`src/rtl/axi2mem_pkg.sv`:
```
// Shared types for the axi2mem command arbiter: FSM states and the per-lane command record.
// Pure definitions; no latency or flow control of its own.
package axi2mem_pkg;

   localparam int CMD_LANES  = 2;
   localparam int CMD_ADDR_W = 32;
   localparam int CMD_ID_W   = 6;

   typedef enum logic [1:0] {
      IDLE    = 2'd0,
      RD_LOCK = 2'd1,
      WR_LOCK = 2'd2
   } arb_state_e;

   // wen uses TCDM polarity: 1 = read, 0 = write
   typedef struct packed {
      logic [CMD_ADDR_W-1:0] add;
      logic [3:0]            be;
      logic [CMD_ID_W-1:0]   id;
      logic                  last;
      logic                  wen;
   } cmd_lane_t;

   // A beat only moves when both lanes request and both lanes are available.
   function automatic logic is_xfer(input logic [CMD_LANES-1:0] req,
                                    input logic [CMD_LANES-1:0] gnt);
      return (req == 2'b11) && (gnt == 2'b11);
   endfunction

endpackage

```
`src/rtl/axi2mem_cmd_arbiter_if.sv`:
```
// Read channel, write channel and TCDM command-queue signals of the arbiter in one bundle.
// slave = arbiter view, master = the surrounding channels and queue.
interface axi2mem_cmd_arbiter_if
   import axi2mem_pkg::*;
#(
   parameter int ID_WIDTH   = 6,
   parameter int ADDR_WIDTH = 32
);

   logic [CMD_LANES-1:0]                 rd_req_i;
   logic [CMD_LANES-1:0][ADDR_WIDTH-1:0] rd_add_i;
   logic [CMD_LANES-1:0][3:0]            rd_be_i;
   logic [CMD_LANES-1:0][ID_WIDTH-1:0]   rd_id_i;
   logic [CMD_LANES-1:0]                 rd_last_i;
   logic [CMD_LANES-1:0]                 rd_gnt_o;

   logic [CMD_LANES-1:0]                 wr_req_i;
   logic [CMD_LANES-1:0][ADDR_WIDTH-1:0] wr_add_i;
   logic [CMD_LANES-1:0][3:0]            wr_be_i;
   logic [CMD_LANES-1:0][ID_WIDTH-1:0]   wr_id_i;
   logic [CMD_LANES-1:0]                 wr_last_i;
   logic [CMD_LANES-1:0]                 wr_gnt_o;

   logic [CMD_LANES-1:0]                 cmd_req_o;
   logic [CMD_LANES-1:0][ADDR_WIDTH-1:0] cmd_add_o;
   logic [CMD_LANES-1:0][3:0]            cmd_be_o;
   logic [CMD_LANES-1:0][ID_WIDTH-1:0]   cmd_id_o;
   logic [CMD_LANES-1:0]                 cmd_last_o;
   logic [CMD_LANES-1:0]                 cmd_wen_o;
   logic [CMD_LANES-1:0]                 cmd_gnt_i;

   modport slave (
      input  rd_req_i, rd_add_i, rd_be_i, rd_id_i, rd_last_i,
      output rd_gnt_o,
      input  wr_req_i, wr_add_i, wr_be_i, wr_id_i, wr_last_i,
      output wr_gnt_o,
      output cmd_req_o, cmd_add_o, cmd_be_o, cmd_id_o, cmd_last_o, cmd_wen_o,
      input  cmd_gnt_i
   );

   modport master (
      output rd_req_i, rd_add_i, rd_be_i, rd_id_i, rd_last_i,
      input  rd_gnt_o,
      output wr_req_i, wr_add_i, wr_be_i, wr_id_i, wr_last_i,
      input  wr_gnt_o,
      input  cmd_req_o, cmd_add_o, cmd_be_o, cmd_id_o, cmd_last_o, cmd_wen_o,
      output cmd_gnt_i
   );

endinterface

```
`src/rtl/axi2mem_cmd_mux.sv`:
```
// 2:1 lane mux selecting the read (sel=0) or write (sel=1) command record.
// Combinational, zero latency; no flow control.
module axi2mem_cmd_mux
   import axi2mem_pkg::*;
(
   input  logic                        sel,
   input  cmd_lane_t [CMD_LANES-1:0]   rd_lane,
   input  cmd_lane_t [CMD_LANES-1:0]   wr_lane,
   output cmd_lane_t [CMD_LANES-1:0]   out_lane
);

   assign out_lane = sel ? wr_lane : rd_lane;

endmodule

```
`src/rtl/axi2mem_cmd_arbiter.sv`:
```
// Burst-locked round-robin share of the 2-lane TCDM command queue between read and write channels.
// Zero-latency combinational path; backpressure by forwarding cmd_gnt_i only to the owning channel.
module axi2mem_cmd_arbiter
   import axi2mem_pkg::*;
#(
   parameter int ID_WIDTH   = 6,
   parameter int ADDR_WIDTH = 32,
   parameter int MAX_WAIT   = 15
)(
   input  logic                   clk_i,
   input  logic                   rst_ni,
   axi2mem_cmd_arbiter_if.slave   bus
);

   localparam int            CW       = (MAX_WAIT > 0) ? $clog2(MAX_WAIT + 1) : 1;
   localparam logic [CW-1:0] WAIT_MAX = CW'(MAX_WAIT);
   localparam bit            WAIT_EN  = (MAX_WAIT > 0);

   arb_state_e state_q, state_d;
   logic       rr_q, rr_d;
   // index 0 = read channel, 1 = write channel
   logic [1:0][CW-1:0] wait_cnt_q, wait_cnt_d;

   logic                      sel;
   logic                      rd_pend, wr_pend;
   logic                      force_rd, force_wr;
   logic [CMD_LANES-1:0]      sel_req;
   logic [CMD_LANES-1:0]      gnt_exp;
   logic [CMD_LANES-1:0]      cmd_req;
   logic                      xfer, xfer_last;
   logic [1:0]                pend_vec;
   cmd_lane_t [CMD_LANES-1:0] rd_lane, wr_lane, mux_lane;

   always_comb begin
      rd_lane = '0;
      wr_lane = '0;
      for (int i = 0; i < CMD_LANES; i++) begin
         rd_lane[i] = '{add:  CMD_ADDR_W'(bus.rd_add_i[i]),
                        be:   bus.rd_be_i[i],
                        id:   CMD_ID_W'(bus.rd_id_i[i]),
                        last: bus.rd_last_i[i],
                        wen:  1'b1};
         wr_lane[i] = '{add:  CMD_ADDR_W'(bus.wr_add_i[i]),
                        be:   bus.wr_be_i[i],
                        id:   CMD_ID_W'(bus.wr_id_i[i]),
                        last: bus.wr_last_i[i],
                        wen:  1'b0};
      end
   end

   axi2mem_cmd_mux u_mux (
      .sel      (sel),
      .rd_lane  (rd_lane),
      .wr_lane  (wr_lane),
      .out_lane (mux_lane)
   );

   assign rd_pend  = |bus.rd_req_i;
   assign wr_pend  = |bus.wr_req_i;
   assign pend_vec = {wr_pend, rd_pend};
   assign force_rd = WAIT_EN && rd_pend && (wait_cnt_q[0] == WAIT_MAX);
   assign force_wr = WAIT_EN && wr_pend && (wait_cnt_q[1] == WAIT_MAX);

   // Owner selection: locked channel, else lone requester, else starvation force, else round robin.
   always_comb begin
      sel = rr_q;
      case (state_q)
         RD_LOCK: sel = 1'b0;
         WR_LOCK: sel = 1'b1;
         default: begin
            if (rd_pend && !wr_pend)         sel = 1'b0;
            else if (wr_pend && !rd_pend)    sel = 1'b1;
            else if (force_rd && !force_wr)  sel = 1'b0;
            else if (force_wr && !force_rd)  sel = 1'b1;
            else                             sel = rr_q;
         end
      endcase
   end

   // Outside a burst a partially available queue is hidden, so a new burst never starts on one lane.
   always_comb begin
      sel_req = sel ? bus.wr_req_i : bus.rd_req_i;
      gnt_exp = bus.cmd_gnt_i;
      if ((state_q == IDLE) && (bus.cmd_gnt_i != 2'b11))
         gnt_exp = '0;
      cmd_req   = sel_req & gnt_exp;
      xfer      = is_xfer(sel_req, gnt_exp);
      xfer_last = mux_lane[0].last | mux_lane[1].last;
   end

   always_comb begin
      bus.rd_gnt_o   = '0;
      bus.wr_gnt_o   = '0;
      bus.cmd_req_o  = '0;
      bus.cmd_add_o  = '0;
      bus.cmd_be_o   = '0;
      bus.cmd_id_o   = '0;
      bus.cmd_last_o = '0;
      bus.cmd_wen_o  = '1;
      if (rst_ni) begin
         if (sel) bus.wr_gnt_o = gnt_exp;
         else     bus.rd_gnt_o = gnt_exp;
         bus.cmd_req_o = cmd_req;
         for (int i = 0; i < CMD_LANES; i++) begin
            bus.cmd_add_o[i]  = ADDR_WIDTH'(mux_lane[i].add);
            bus.cmd_be_o[i]   = mux_lane[i].be;
            bus.cmd_id_o[i]   = ID_WIDTH'(mux_lane[i].id);
            bus.cmd_last_o[i] = mux_lane[i].last;
            bus.cmd_wen_o[i]  = mux_lane[i].wen;
         end
      end
   end

   always_comb begin
      state_d = state_q;
      rr_d    = rr_q;
      case (state_q)
         IDLE: begin
            if (xfer) begin
               if (xfer_last) rr_d    = ~rr_q;
               else           state_d = sel ? WR_LOCK : RD_LOCK;
            end
         end
         RD_LOCK, WR_LOCK: begin
            if (xfer && xfer_last) begin
               state_d = IDLE;
               rr_d    = ~sel;
            end
         end
         default: state_d = IDLE;
      endcase
   end

   always_comb begin
      wait_cnt_d = wait_cnt_q;
      if (WAIT_EN) begin
         for (int c = 0; c < 2; c++) begin
            if (xfer && (sel == 1'(c)))
               wait_cnt_d[c] = '0;
            else if (pend_vec[c] && (sel != 1'(c)) && (wait_cnt_q[c] != WAIT_MAX))
               wait_cnt_d[c] = wait_cnt_q[c] + CW'(1);
         end
      end
   end

   always_ff @(posedge clk_i or negedge rst_ni) begin
      if (!rst_ni) begin
         state_q    <= IDLE;
         rr_q       <= 1'b0;
         wait_cnt_q <= '0;
      end else begin
         state_q    <= state_d;
         rr_q       <= rr_d;
         wait_cnt_q <= wait_cnt_d;
      end
   end

   // Lanes always move together; a one-lane request from the owner is a channel bug.
   lane_match_a: assert property (@(posedge clk_i) disable iff (!rst_ni)
      !(sel_req inside {2'b01, 2'b10}));

endmodule
```
`src/flat_wrapper.sv`:
```
// flat-port wrapper written by rule: the top's interface ports become plain ports
module axi2mem_cmd_arbiter_flat import axi2mem_pkg::*;
#(
   parameter int ID_WIDTH   = 6,
   parameter int ADDR_WIDTH = 32,
   parameter int MAX_WAIT   = 15
)
  (clk_i, rst_ni, bus_rd_req_i, bus_rd_add_i, bus_rd_be_i, bus_rd_id_i, bus_rd_last_i, bus_rd_gnt_o, bus_wr_req_i, bus_wr_add_i, bus_wr_be_i, bus_wr_id_i, bus_wr_last_i, bus_wr_gnt_o, bus_cmd_req_o, bus_cmd_add_o, bus_cmd_be_o, bus_cmd_id_o, bus_cmd_last_o, bus_cmd_wen_o, bus_cmd_gnt_i);
  axi2mem_cmd_arbiter_if #(.ID_WIDTH(ID_WIDTH), .ADDR_WIDTH(ADDR_WIDTH)) bus_i ();
  input  logic clk_i;
  input  logic rst_ni;
  input wire logic [$bits(bus_i.rd_req_i)-1:0] bus_rd_req_i;
  input wire logic [$bits(bus_i.rd_add_i)-1:0] bus_rd_add_i;
  input wire logic [$bits(bus_i.rd_be_i)-1:0] bus_rd_be_i;
  input wire logic [$bits(bus_i.rd_id_i)-1:0] bus_rd_id_i;
  input wire logic [$bits(bus_i.rd_last_i)-1:0] bus_rd_last_i;
  output wire logic [$bits(bus_i.rd_gnt_o)-1:0] bus_rd_gnt_o;
  input wire logic [$bits(bus_i.wr_req_i)-1:0] bus_wr_req_i;
  input wire logic [$bits(bus_i.wr_add_i)-1:0] bus_wr_add_i;
  input wire logic [$bits(bus_i.wr_be_i)-1:0] bus_wr_be_i;
  input wire logic [$bits(bus_i.wr_id_i)-1:0] bus_wr_id_i;
  input wire logic [$bits(bus_i.wr_last_i)-1:0] bus_wr_last_i;
  output wire logic [$bits(bus_i.wr_gnt_o)-1:0] bus_wr_gnt_o;
  output wire logic [$bits(bus_i.cmd_req_o)-1:0] bus_cmd_req_o;
  output wire logic [$bits(bus_i.cmd_add_o)-1:0] bus_cmd_add_o;
  output wire logic [$bits(bus_i.cmd_be_o)-1:0] bus_cmd_be_o;
  output wire logic [$bits(bus_i.cmd_id_o)-1:0] bus_cmd_id_o;
  output wire logic [$bits(bus_i.cmd_last_o)-1:0] bus_cmd_last_o;
  output wire logic [$bits(bus_i.cmd_wen_o)-1:0] bus_cmd_wen_o;
  input wire logic [$bits(bus_i.cmd_gnt_i)-1:0] bus_cmd_gnt_i;
  assign bus_i.rd_req_i = bus_rd_req_i;
  assign bus_i.rd_add_i = bus_rd_add_i;
  assign bus_i.rd_be_i = bus_rd_be_i;
  assign bus_i.rd_id_i = bus_rd_id_i;
  assign bus_i.rd_last_i = bus_rd_last_i;
  assign bus_rd_gnt_o = bus_i.rd_gnt_o;
  assign bus_i.wr_req_i = bus_wr_req_i;
  assign bus_i.wr_add_i = bus_wr_add_i;
  assign bus_i.wr_be_i = bus_wr_be_i;
  assign bus_i.wr_id_i = bus_wr_id_i;
  assign bus_i.wr_last_i = bus_wr_last_i;
  assign bus_wr_gnt_o = bus_i.wr_gnt_o;
  assign bus_cmd_req_o = bus_i.cmd_req_o;
  assign bus_cmd_add_o = bus_i.cmd_add_o;
  assign bus_cmd_be_o = bus_i.cmd_be_o;
  assign bus_cmd_id_o = bus_i.cmd_id_o;
  assign bus_cmd_last_o = bus_i.cmd_last_o;
  assign bus_cmd_wen_o = bus_i.cmd_wen_o;
  assign bus_i.cmd_gnt_i = bus_cmd_gnt_i;
  axi2mem_cmd_arbiter #(.ID_WIDTH(ID_WIDTH), .ADDR_WIDTH(ADDR_WIDTH), .MAX_WAIT(MAX_WAIT)) u_core (.clk_i(clk_i), .rst_ni(rst_ni), .bus(bus_i));
endmodule
```
`config.mk`:
```
export PLATFORM = sky130hd
export DESIGN_NAME = axi2mem_cmd_arbiter_flat
export DESIGN_NICKNAME = d
export VERILOG_FILES = /design/src/rtl/axi2mem_pkg.sv /design/src/rtl/axi2mem_cmd_arbiter_if.sv /design/src/rtl/axi2mem_cmd_mux.sv /design/src/rtl/axi2mem_cmd_arbiter.sv /design/src/flat_wrapper.sv
export SDC_FILE = /design/constraint.sdc
export NUM_CORES = 1
export LEC_CHECK = 0
export BUFFER_PORTS_ARGS = -buffer_cell sky130_fd_sc_hd__buf_2
export CAP_MARGIN = 15
export CORE_AREA = 2 2 105 107
export CTS_CLUSTER_SIZE = 8
export DETAILED_ROUTE_END_ITERATION = 8
export DIE_AREA = 0 0 107 109
export PLACE_DENSITY = 0.62
export RECOVER_POWER = 25
export SYNTH_ARGS = -nofsm -noshare
export SYNTH_HDL_FRONTEND = slang
export SYNTH_HIERARCHICAL = 1
export SYNTH_SLANG_ARGS = --single-unit
```
`constraint.sdc`:
```
create_clock -name clk_i -period 9.46 [get_ports clk_i]
set_input_delay 1.892 -clock clk_i [delete_from_list [all_inputs] [get_ports clk_i]]
set_output_delay 1.892 -clock clk_i [all_outputs]
set_load 0.05 [all_outputs]
```
[Word level (Yosys, flattened, before mapping)]
Index checks and enable logic that the tools add are counted.
Cells by class
  add/sub/neg operators: 2
  $lt $le $gt $ge: 0
  bitwise gates (word level): 4
  reduce and logical (&&, ||, !) cells: 28
  multipliers: 0
  equal/unequal tests: 13
  divide/modulo/power cells: 0
  shift operators: 0
  mux-type cells: 31
Operators with widths (count)
  $mux 88: 1
  $mux 64: 1
  $mux 2: 13
  $mux 4: 4
  $logic_and 1x1->1: 15
  $mux 12: 1
  $add 4x1->4 const B: 2
  $eq 4x4->1 const B: 2
  $mux 8: 1
  $ne 4x4->1 const B: 2
  $mux 1: 7
  $eq 2x2->1 const B: 3
  $ne 2x1->1 const B: 3
  $reduce_bool 2->1: 3
  $reduce_or 2->1: 3
  $logic_not 1->1: 4
  $ne 2x2->1 const B: 2
  $pmux 1 s2: 2
  $pmux 2 s2: 1
  $reduce_and 4->1: 1
  $reduce_and 3->1: 1
  $and 2x2->2: 1
  $eq 2x1->1 const B: 1
  $logic_not 2->1: 1
  other kinds (2): 3
Word-level totals
  memories: 0
  flip-flop bits (word level): 11
  memory bits (read-only): 0
  logic and storage cells: 82
  bits in latches: 0
  bits of input ports: 180
  bits in writable memories: 0

[Logic depth before layout (Yosys ltp)]
Gate-level depths: netlist (run 1).
  word-level depth: 15
  depth in mapped cells: 15
  gate-level depth less buffers: 11

[Hierarchy]
The synthesis (run 1) kept the hierarchy.
By module, submodules not included
  axi2mem_cmd_arbiter: instances 1, cells an instance 191, sequential area each 275.3 um2, area each 1445.1 um2
  axi2mem_cmd_mux: instances 1, cells an instance 98, sequential area each 0.0 um2, area each 1141.1 um2

[Least setup slack after synthesis (run 1)]
Ideal clock, no wire load.
  path type: in2out
  start point: input port bus_wr_req_i[1]
  end point: output port bus_cmd_add_o[42]
  data required time: 7.568 ns
  path buffers: 5
  setup slack: 3.583 ns
  stages: 11
  arrival time: 3.985 ns
  cells stage by stage: or3_1 -> a221oi_2 -> a211o_1 -> buf_6 -> inv_6 -> buf_8 -> buf_6 -> buf_6 -> buf_6 -> mux2_4 -> and2_1
RTL lines
  from (decl): line flat_wrapper.sv:18  | input wire logic [$bits(bus_i.wr_req_i)-1:0] bus_wr_req_i;
  to (decl): line flat_wrapper.sv:25  | output wire logic [$bits(bus_i.cmd_add_o)-1:0] bus_cmd_add_o;

[Worst setup path in the final report (run 1)]
  start point: input port rst_ni
  end point: output port bus_wr_gnt_o[0]
Between the ends
  longest elaborated chain between the ends: 1
Ends and longest elaborated chain
  from (decl): line flat_wrapper.sv:11  | input logic rst_ni;
  $mux 2: line axi2mem_cmd_arbiter.sv:100  | if (rst_ni) begin
  to (decl): line flat_wrapper.sv:23  | output wire logic [$bits(bus_i.wr_gnt_o)-1:0] bus_wr_gnt_o;
Every way passes these cells.

==> results of run 1 <==
routing by layer:
layer | vias up | share of wire, % | routed length (µm) | global-route usage (%)
met4 | 0 | 1.8 | 157 | 3.43
met1 | 1370 | 41 | 3580 | 16.7
met5 | - | 0 | 0 | 0
met2 | 146 | 49 | 4290 | 24.2
met3 | 17 | 8.6 | 751 | 2.99
li1 | 1510 | - | - | -
logic make-up after synthesis:
| group | Yosys count | share of synthesized area (%) |
|---|---|---|
| flip-flops | 11 | 10.6 |
| AND/OR/NAND/NOR | 132 | 30.2 |
| buffers and inverters | 26 | 6.14 |
| other | 2 | 0.290 |
| adder cells (fa/ha/maj) | 4 | 1.94 |
| multiplexers | 95 | 44.3 |
| XOR/XNOR | 4 | 1.35 |
| AO/OA/AOI/OAI | 15 | 5.13 |
through the flow:
step	area, µm²	utilization (%)	cells	hold WS [ps]	setup WS (ps)
6_report	4010	37.8	688	564	2220
5_1_grt	4010	37.8	688	589	1570
4_1_cts	4050	38.2	687	562	3230
3_5_place_dp	4000	37.8	683	547	3230
3_3_place_gp	4000	37.8	683	532	3280
2_1_floorplan	2590	-	291	511	3580
power groups by stage:
stage	clock, W	combinational (W)	sequential (W)
6_report	0.0000475	0.00113	0.0000915
5_1_grt	0.0000523	0.00120	0.0000954
4_1_cts	0.0000495	0.00115	0.0000913
3_5_place_dp	0	0.00115	0.0000911
3_3_place_gp	0	0.00113	0.0000895
2_1_floorplan	0	0.000997	0.0000861
flip-flops by register name, indices dropped and copies added, names as in the netlist:
| name | count |
|---|---|
| u_core/wait_cnt_q | 8 |
| u_core/state_q | 2 |
| u_core/rr_q | 1 |
worst max-delay path, cell delays in order:
cell and delay (ps):
buf_2 70, clkbuf_1 2310, o211ai_1 510, nor2_1 270, buf_2 300
placed cells by master (no fill, tap or decap), types with 5 or more instances in the layout:
master and instances:
mux2i_1 5, buf_2 271, nor2_1 23, and2_1 86, nand3_1 5, dfrtp_1 11
mux2_4 21, mux2_2 67
path summary, 6_finish.rpt:
| check | start | to | slack (ps) | depth (start not counted) |
|---|---|---|---|---|
| min reg2reg | u_core/wait_cnt_q[5] | u_core/wait_cnt_q[5] | 560 | 2 |
| max in group asynchronous | rst_ni | u_core/wait_cnt_q[7] | 4680 | 2 |
| max | rst_ni | bus_wr_gnt_o[0] | 2220 | 5 |
| min | u_core/wait_cnt_q[5] | u_core/wait_cnt_q[5] | 560 | 2 |
| max reg2reg | u_core/state_q[1] | u_core/rr_q | 5440 | 11 |
| min in group asynchronous | rst_ni | u_core/rr_q | 2850 | 2 |
layout make-up:
cell class	instances	area, µm²
fillers	1097	6590
multi-input cells	254	2120
repair buffers	274	1370
flip-flops and latches	11	275
well taps	140	175
clock buffers	4	45.0
inverters	4	20.0
diodes	1	2.50
==> out/metrics.csv, run 1 <==
stage,metric,value,unit
run_status,status,"complete, but fails checks",
run_status,failing checks,"capacitance limit, slew limit",
min_path,Hold Crit Class,reg2reg,
clock_tree,CTS clock-pin slew for the worst setup and hold paths,50,ps
grt,vias in the first global route,2877,
pwr,Peak VDD IR,0.189,mV
placement,post-DP HPWL,7180,µm
setup_path,worst setup path category,in2out,
synth,Synth Instances,289,
placement,RePlAce Congestion,0.945,
synth,synth cell count leaders,"and2_1, mux2_2, nor2_1",
synth,Synth area leader,mux2_2,
sta,Rel. slew slack,-121,%
clock_tree,postcts setup bufs,0,
flow_run,max_cap viols,1,
sta,Slew @ Worst Pin,3320,ps
sta,Setup Skew,5.57,ps
setup_path,nature of the critical path endpoint,primary output,
setup_path,CP required,7570,ps
sta,setup violators final,0,
pwr,leak pwr,2.20,nW
pwr,switching share of power,56.9,%
synth,Area contributors post-synth,"mux2_2, and2_1, mux2_4",
pwr,power per cell area,317,nW/µm²
synth,Netlist cell types,41,
clock_tree,CTS H-tree depth,1,
grt,first-pass GRT wire length,13200,µm
drt,Total Wirelength,8770,µm
sta,fin. max-slew vios,102,
synth,top_reg_cell synth,dfrtp_1,
setup_path,Startpoint Class,input port,
clock_tree,Post-CTS Hold Buffers,0,
pwr,Flop pwr share,7.2,%
grt,antenna violations before repair,1,
synth,Synth Area per Inst,8.95,µm²
clock_tree,post-CTS sizing,0,
synth,YS warnings,6,
setup_path,WP data arrival,5350,ps
synth,Post-synth ARST share,100,%
final_layout,Area Growth Syn to Fin,55.1,%
drt,drt drc,0,
sta,count of final hold-check violations,0,
pwr,combinational share of power,89.1,%
clock_tree,worst-skew pair later-pin latency,240,ps
sta,final period demand of the worst path,7240,ps
final_layout,nets@finish,732,
drt,antenna-violating nets left,0,
die,Die Wd,107,µm
clock_tree,CTS tree,done,
die,Core ar.,10600,µm²
synth,"count leader, synth",and2_1,
drt,routed vias,3043,
die,Die Y,109,µm
synth,Post-synth EDFFs,0,
clock_tree,TritonCTS Sinks,11,
synth,Syn Std Cell Area,2590,µm²
die,row count,38,
clock_tree,number of CTS-inserted buffers,3,
sta,fmax,138,MHz
grt,grt ovf,0,
die,die area,11700,µm²
synth,post-synthesis sequential area ratio,10.6,%
pwr,Tot Pwr,0.00127,W
die,io pins,274,
grt,pin count of the biggest net entering global routing,102,
grt,All-Layer GR Usage,13.6,%
clock_tree,root buffer cell,clkbuf_8,
pwr,clock network power share,3.7,%
synth,share of the synthesized area in the top cell type,29.6,%
sta,period utilisation layout,76.6,%
clock_tree,Max clock buf depth,2,
setup_path,CP Max Fanout,101,
die,Initial Utilization,24.4,%
drt,drt wl/cell,12.8,µm
placement,Buffers on Ports,273,
synth,Synth Register Bits,11,
drt,Iter 0 DRT Violations,99,
pwr,sw power,0.000723,W
sta,unrepaired setup endpoints after global routing,no,
final_layout,share of layout cells above drive strength 1,67.1,%
pwr,P_int,0.000548,W
sta,setup TNS,0,ps
drt,drt pass-1 iters,4,
drt,vias per cell,4.42,
Note: power is estimated with default switching activity, not from simulation.
==> run 2: changes to the inputs <==
--- a/config.mk
+++ b/config.mk
@@ -7,11 +7,11 @@
 export LEC_CHECK = 0
 export BUFFER_PORTS_ARGS = -buffer_cell sky130_fd_sc_hd__buf_2
 export CAP_MARGIN = 15
-export CORE_AREA = 2 2 105 107
+export CORE_AREA = 2 2 106 108
 export CTS_CLUSTER_SIZE = 8
 export DETAILED_ROUTE_END_ITERATION = 8
-export DIE_AREA = 0 0 107 109
-export PLACE_DENSITY = 0.62
+export DIE_AREA = 0 0 108 110
+export PLACE_DENSITY = 0.63
 export RECOVER_POWER = 25
 export SYNTH_ARGS = -nofsm -noshare
 export SYNTH_HDL_FRONTEND = slang
==> constraint.sdc (replaced) <==
create_clock -name clk_i -period 6 [get_ports clk_i]
set_input_delay 1.2 -clock clk_i [delete_from_list [all_inputs] [get_ports clk_i]]
set_output_delay 1.2 -clock clk_i [all_outputs]
set_load 0.05 [all_outputs]
==> out/metrics.csv, run 2 (synthesis results as in run 1) <==
stage,metric,value,unit,change
min_path,Hold Crit Class,reg2reg,,
grt,antenna violations before repair,3,,+2
drt,drt pass-1 iters,4,,unchanged
die,row count,38,,unchanged
setup_path,CP required,4800,ps,-2770 ps
drt,routed vias,3046,,+0.099%
clock_tree,CTS clock-pin slew for the worst setup and hold paths,60,ps,about the same
setup_path,CP bufs+invs,3,,unchanged
clock_tree,Post-CTS Hold Buffers,0,,unchanged
sta,Setup Skew,2.28,ps,-3.30 ps
drt,Total Wirelength,9570,µm,+9.1%
clock_tree,root buffer cell,clkbuf_8,,
sta,fin. max-slew vios,43,,-58%
setup_path,worst setup path category,in2out,,
setup_path,worst reg2reg path depth,11,,unchanged
setup_path,"CP delay by family, top",compound AO/OA/AOI/OAI gates,,
die,io pins,274,,unchanged
sta,fmax,200,MHz,
sta,setup TNS,0,ps,unchanged
drt,vias per cell,4.41,,-0.19%
final_layout,"Core Util, Final",37.5,%,-0.37 points
sta,final hold slack,566,ps,+1.78 ps
pwr,Flop pwr share,7.1,%,about the same
die,Die Wd,108,µm,+0.93%
drt,Iter 0 DRT Violations,155,,+57%
setup_path,CP Max Fanout,99,,-2.0%
die,Die Y,110,µm,+0.92%
clock_tree,TritonCTS Sinks,11,,unchanged
grt,All-Layer GR Usage,14.4,%,+0.77 points
die,Core ar.,10700,µm²,+0.90%
sta,Slew @ Worst Pin,1560,ps,-1760 ps
run_status,status,"complete, but fails checks",,
drt,antenna-violating nets left,0,,unchanged
sta,setup violators final,0,,unchanged
grt,first-pass GRT wire length,13900,µm,+5.7%
sta,unrepaired setup endpoints after global routing,no,,
setup_path,WP depth,8,,+3
final_layout,Area Growth Syn to Fin,54.9,%,about the same
final_layout,most flop-heavy register,u_core/wait_cnt_q,,
sta,period utilisation layout,83.5,%,
grt,vias in the first global route,2838,,-1.4%
final_layout,share of layout cells above drive strength 1,65.8,%,-1.3 points
die,Initial Utilization,24.2,%,-0.22 points
run_status,failing checks,"capacitance limit, slew limit",,
grt,grt ovf,0,,unchanged
clock_tree,worst-skew pair later-pin latency,240,ps,about the same
clock_tree,Max clock buf depth,2,,unchanged
clock_tree,CTS H-tree depth,1,,unchanged
pwr,combinational share of power,88.9,%,-0.2 points
pwr,clock network power share,3.9,%,+0.2 points
die,die area,11900,µm²,+1.9%
final_layout,Fill cells,1096,,-0.091%
pwr,Tot Pwr,0.00201,W,+58%
setup_path,Critical Path Max Stage Delay,540,ps,-1770 ps
final_layout,"commonest cells after routing, fill and taps aside","buf_2, and2_1, mux2_2",,
sta,count of final hold-check violations,0,,unchanged
final_layout,FF/Latch Area,275,µm²,unchanged
final_layout,Largest register FFs,8,,unchanged
flow_run,max_cap viols,1,,unchanged
clock_tree,number of CTS-inserted buffers,3,,unchanged
final_layout,Final Instance Count excl. Fillers,690,,+0.29%
final_layout,biggest regs,"u_core/wait_cnt_q x8, u_core/state_q x2, u_core/rr_q x1",,
final_layout,multi-input logic area,2120,µm²,-0.18%
min_path,Hold Path Depth,2,,unchanged
pwr,Peak VDD IR,0.367,mV,+94%
sta,final period demand of the worst path,5010,ps,
placement,post-DP HPWL,8070,µm,+12%
sta,Rel. slew slack,-3.90,%,+120 points
setup_path,nature of the critical path endpoint,primary output,,
pwr,power per cell area,501,nW/µm²,+58%
placement,RePlAce Congestion,0.846,,-10%
drt,drt drc,0,,unchanged
placement,Placed Cells,683,,unchanged
drt,drt wl/cell,13.9,µm,+8.7%
setup_path,WP data arrival,3810,ps,-1540 ps
setup_path,CP cell instances,"clkbuf_1, or3_1, a221oi_1, a211o_1, inv_6, mux2_1, and2_1, buf_2",,
placement,Buffers on Ports,273,,unchanged
pwr,sw power,0.00114,W,+58%
clock_tree,CTS tree,done,,
clock_tree,postcts setup bufs,0,,unchanged
clock_tree,post-CTS sizing,0,,unchanged
pwr,leak pwr,2.17,nW,-1.3%
pwr,P_int,0.000863,W,+57%
final_layout,"commonest non-fill, non-tap cell in the layout",buf_2,,
setup_path,Startpoint Class,input port,,
final_layout,nets@finish,732,,unchanged
grt,pin count of the biggest net entering global routing,100,,-2.0%
setup_path,Slowest cell on crit path,mux2_1,,
pwr,switching share of power,57.0,%,+0.16 points
[run 2: changes by cell type in the layout (fill, tap and decap cells not counted), sizes merged]
cell and delta:
buf -6, clkbuf +6, diode +2
[run 2: final cells by class]
| class | instances | share of cell area [%] |
|---|---|---|
| Inverter | 4 | 0.500 |
| Clock buffer | 4 | 1.12 |
| Multi-Input combinational cell | 254 | 52.9 |
| Antenna cell | 3 | 0.187 |
| Sequential cell | 11 | 6.87 |
| Tap cell | 140 | 4.37 |
| Timing Repair Buffer | 274 | 34.0 |
[run 2: layer usage]
layer	GRT usage [%]	wire (µm)	vias to the layer above
li1	-	-	1513
met1	17.8	3940	1400
met2	26.2	4910	131
met3	2.29	694	2
met4	3.30	27	0
met5	0	0	-
[run 2: power by group through the flow]
stage | sequential, W | clock (W) | combinational, W
final | 0.000143 | 0.0000789 | 0.00179
after floorplan | 0.000136 | 0 | 0.00157
after detailed placement | 0.000145 | 0 | 0.00181
after CTS | 0.000144 | 0.0000782 | 0.00181
after global routing | 0.000150 | 0.0000833 | 0.00190
after global placement | 0.000142 | 0 | 0.00178
[run 2: tightest hold or removal path, stage by stage, from the launching register on]
cell,delay (ps)
dfrtp_1,370
xnor2_1,80
nor2_1,80
[run 2: worst paths after layout]
check                                       end  slack [ps]                  from
setup / recovery              bus_cmd_last_o[0]         990       bus_wr_req_i[1]
hold / removal             u_core/wait_cnt_q[7]         570  u_core/wait_cnt_q[7]
setup reg to reg                    u_core/rr_q        1910     u_core/state_q[0]
hold reg to reg            u_core/wait_cnt_q[7]         570  u_core/wait_cnt_q[7]
max in group asynchronous  u_core/wait_cnt_q[7]        3480                rst_ni
min in group asynchronous  u_core/wait_cnt_q[2]        1330                rst_ni
[run 2: stage by stage]
step	instance area, µm²	worst slack, ps
after floorplan	2590	1510
after global placement	4000	1220
after detailed placement	4000	1160
after CTS	4050	1160
after global routing	4000	885
final	4010	991
==> run 3: changes to the inputs <==
--- a/config.mk
+++ b/config.mk
@@ -5,13 +5,14 @@
 export SDC_FILE = /design/constraint.sdc
 export NUM_CORES = 1
 export LEC_CHECK = 0
+export ABC_AREA = 1
 export BUFFER_PORTS_ARGS = -buffer_cell sky130_fd_sc_hd__buf_2
 export CAP_MARGIN = 15
-export CORE_AREA = 2 2 106 108
+export CORE_AREA = 2 2 105 107
 export CTS_CLUSTER_SIZE = 8
 export DETAILED_ROUTE_END_ITERATION = 8
-export DIE_AREA = 0 0 108 110
-export PLACE_DENSITY = 0.63
+export DIE_AREA = 0 0 107 109
+export PLACE_DENSITY = 0.65
 export RECOVER_POWER = 25
 export SYNTH_ARGS = -nofsm -noshare
 export SYNTH_HDL_FRONTEND = slang
==> constraint.sdc (replaced) <==
create_clock -name clk_i -period 4.5 [get_ports clk_i]
set_input_delay 0.9 -clock clk_i [delete_from_list [all_inputs] [get_ports clk_i]]
set_output_delay 0.9 -clock clk_i [all_outputs]
set_load 0.05 [all_outputs]
==> out/metrics.csv, run 3 <==
stage,metric,value,unit,change
final_layout,share of layout cells above drive strength 1,34.4,%,-31 points
drt,drt wl/cell,10.2,µm,-27%
synth,YS warnings,6,,unchanged
pwr,Flop pwr share,5.2,%,-1.9 points
synth,multiplexer share of the synthesized area,0,%,-44 points
setup_path,Startpoint Class,flip-flop,,
setup_path,worst setup path category,reg2out,,
run_status,status,completed,,
synth,Synth Register Bits,11,,unchanged
setup_path,WP data arrival,2890,ps,-920 ps
synth,Netlist cell types,27,,-34%
sta,final period demand of the worst path,3790,ps,
grt,first-pass GRT wire length,15500,µm,+12%
sta,unrepaired setup endpoints after global routing,no,,
setup_path,CP Max Fanout,43,,-57%
clock_tree,CTS H-tree depth,1,,unchanged
pwr,Peak VDD IR,0.366,mV,-0.23%
placement,post-DP HPWL,8150,µm,+1.1%
pwr,switching share of power,70.9,%,+14 points
drt,Iter 0 DRT Violations,260,,+68%
die,Core ar.,10600,µm²,-0.89%
drt,vias per cell,4.02,,-8.9%
setup_path,CP cell instances,"inv_1, ha_1, inv_1, nand2_1, o22ai_1, nand2_4, nand2_8, inv_4, inv_4, buf_4, nand2_1, nand2_1, nand2_1, inv_1, buf_2",,
pwr,P_int,0.00104,W,+20%
final_layout,nets@finish,1026,,+40%
clock_tree,number of CTS-inserted buffers,3,,unchanged
clock_tree,root buffer cell,clkbuf_8,,
sta,count of final hold-check violations,0,,unchanged
synth,top_reg_cell synth,dfrtp_1,,
synth,Synth area leader,nand2_1,,
synth,post-synthesis sequential area ratio,10.3,%,-0.39 points
sta,fmax,264,MHz,
synth,Synth Area in Adders,1.86,%,-0.070 points
final_layout,Area Growth Syn to Fin,55.2,%,
clock_tree,Max clock buf depth,2,,unchanged
die,Die Wd,107,µm,-0.93%
synth,Synth Instances,587,,+100%
setup_path,"most used cell, CP",nand2_1,,
die,io pins,274,,unchanged
drt,antenna-violating nets left,0,,unchanged
clock_tree,post-CTS sizing,0,,unchanged
placement,Buffers on Ports,273,,unchanged
grt,antenna violations before repair,0,,-3
grt,All-Layer GR Usage,16.1,%,+1.7 points
min_path,Hold Crit Class,reg2reg,,
synth,"count leader, synth",nand2_1,,
drt,drt drc,0,,unchanged
final_layout,most flop-heavy register,u_core/wait_cnt_q,,
synth,Synth Area in Compound Gates,1.82,%,-3.3 points
drt,routed vias,3944,,+29%
flow_run,max_cap viols,0,,-1
clock_tree,Post-CTS Hold Buffers,0,,unchanged
final_layout,"Core Util, Final",39.3,%,+1.8 points
final_layout,ANT cells,0,,-3
drt,Total Wirelength,9990,µm,+4.4%
die,Initial Utilization,25.3,%,+1.1 points
pwr,leak pwr,3.31,nW,+52%
clock_tree,TritonCTS Sinks,11,,unchanged
sta,setup TNS,0,ps,unchanged
final_layout,Largest register FFs,8,,unchanged
sta,fin. max-slew vios,0,,-100%
die,Die Y,109,µm,-0.91%
synth,xor and xnor area share after synthesis,1.31,%,-0.049 points
placement,RePlAce Congestion,0.887,,+4.8%
setup_path,nature of the critical path endpoint,primary output,,
final_layout,Fill cells,1261,,+15%
pwr,clock network power share,2.8,%,-1.1 points
synth,Synth Area per Inst,4.57,µm²,-49%
setup_path,Critical Path Max Stage Delay,340,ps,-200 ps
pwr,sw power,0.00253,W,+120%
setup_path,flop-to-flop setup slack,1600,ps,-310 ps
pwr,power per cell area,856,nW/µm²,+71%
die,row count,38,,unchanged
grt,pin count of the biggest net entering global routing,68,,-32%
final_layout,biggest regs,"u_core/wait_cnt_q x8, u_core/state_q x2, u_core/rr_q x1",,
setup_path,"CP delay by family, top",buffers and inverters,,
synth,Post-synth ARST share,100,%,unchanged
clock_tree,CTS tree,done,,
sta,Rel. slew slack,55.2,%,+59 points
drt,drt pass-1 iters,5,,+1
synth,Post-synth EDFFs,0,,unchanged
synth,Syn Std Cell Area,2680,µm²,+3.8%
synth,largest family of logic cells by synthesized area,simple AND/OR/NAND/NOR gates,,
final_layout,"commonest non-fill, non-tap cell in the layout",nand2_1,,
synth,synth cell count leaders,"nand2_1, inv_1, nor2_1",,
die,die area,11700,µm²,-1.8%
sta,Setup Skew,3.08,ps,+0.806 ps
final_layout,"commonest cells after routing, fill and taps aside","nand2_1, buf_2, inv_1",,
grt,vias in the first global route,3383,,+19%
setup_path,CP required,3600,ps,-1200 ps
clock_tree,CTS clock-pin slew for the worst setup and hold paths,50,ps,about the same
grt,grt ovf,0,,unchanged
synth,share of the synthesized area in the top cell type,53.0,%,+23 points
clock_tree,postcts setup bufs,0,,unchanged
synth,Area contributors post-synth,"nand2_1, inv_1, dfrtp_1",,
setup_path,CP bufs+invs,7,,+4
sta,Slew @ Worst Pin,672,ps,-887 ps
setup_path,Slowest cell on crit path,dfrtp_1,,
sta,period utilisation layout,84.3,%,
clock_tree,worst-skew pair later-pin latency,240,ps,about the same
synth,Synth Area in Simple Gates,63.4,%,+33 points
pwr,combinational share of power,92.0,%,+3.1 points
sta,setup violators final,0,,unchanged
[run 3: cell count changes after synthesis, moves of 5 or more]
cell,previous run,this run
nand2_1,3,379
inv_1,3,100
and2_1,86,0
mux2_2,68,0
mux2_4,21,0
nor2_1,23,14
nand3_1,4,12
buf_2,6,12
nand2_2,0,5
[run 3: kinds of logic after synthesis]
family	Yosys count
and+or+nand+nor	422
other	2
AOI/OAI and AO/OA	9
adders and majority gates	4
xor gates and xnor gates	4
DFF	11
buffers and inverters	135
[run 3: path summary, 6_finish.rpt]
kind,startpoint,end,cells after the start
setup / recovery,u_core/state_q[0],bus_cmd_add_o[19],15
hold reg to reg,u_core/wait_cnt_q[3],u_core/wait_cnt_q[3],1
max in group asynchronous,rst_ni,u_core/wait_cnt_q[4],2
setup reg to reg,u_core/state_q[0],u_core/state_q[1],19
min in group asynchronous,rst_ni,u_core/wait_cnt_q[2],1
hold / removal,u_core/wait_cnt_q[3],u_core/wait_cnt_q[3],1
[run 3: metal layers]
layer	track usage [%]	share of wire, %
met1	21.4	45
met4	2.60	0.46
met3	2.45	8.1
met5	0	0
met2	28.2	47
[run 3: through the flow]
stage	worst slack [ps]	hold WS [ps]	instance area, µm²	power, W	std cells
global route	387	502	4170	0.00394	981
finish	706	465	4170	0.00357	981
floorplan	1150	439	2690	0.00289	589
detailed placement	693	459	4140	0.00351	977
CTS	689	465	4190	0.00362	981
global placement	716	456	4140	0.00350	977
[run 3: area by class of cell]
class / count / area, µm² / area share, %
inverter: 106 / 403 / 9.67
clock buffer: 4 / 45.0 / 1.08
timing repair buffer: 277 / 1430 / 34.2
multi-input combinational: 443 / 1840 / 44.2
sequential: 11 / 275 / 6.61
tap: 140 / 175 / 4.20
[run 3: worst register-to-register path, cell delays in order, from the launching register on]
cell	delay, ps
dfrtp_1	340
inv_1	60
ha_1	340
inv_1	110
nand2_1	80
o22ai_1	220
nand2_4	110
nand2_8	110
inv_4	160
inv_4	280
buf_12	250
nand2_1	100
nand2_1	90
nor2_1	70
inv_1	90
nand4_1	100
nand2_1	100
nand2_1	70
nand2_1	60
nand2_1	50
[run 3: power groups by stage]
stage / Combinational (W) / Sequential, W / Clock, W
after CTS: 0.00333 / 0.000184 / 0.000104
after global routing: 0.00364 / 0.000192 / 0.000110
after detailed placement: 0.00332 / 0.000186 / 0
after global placement: 0.00332 / 0.000185 / 0
after floorplan: 0.00271 / 0.000178 / 0
final: 0.00328 / 0.000185 / 0.0000992
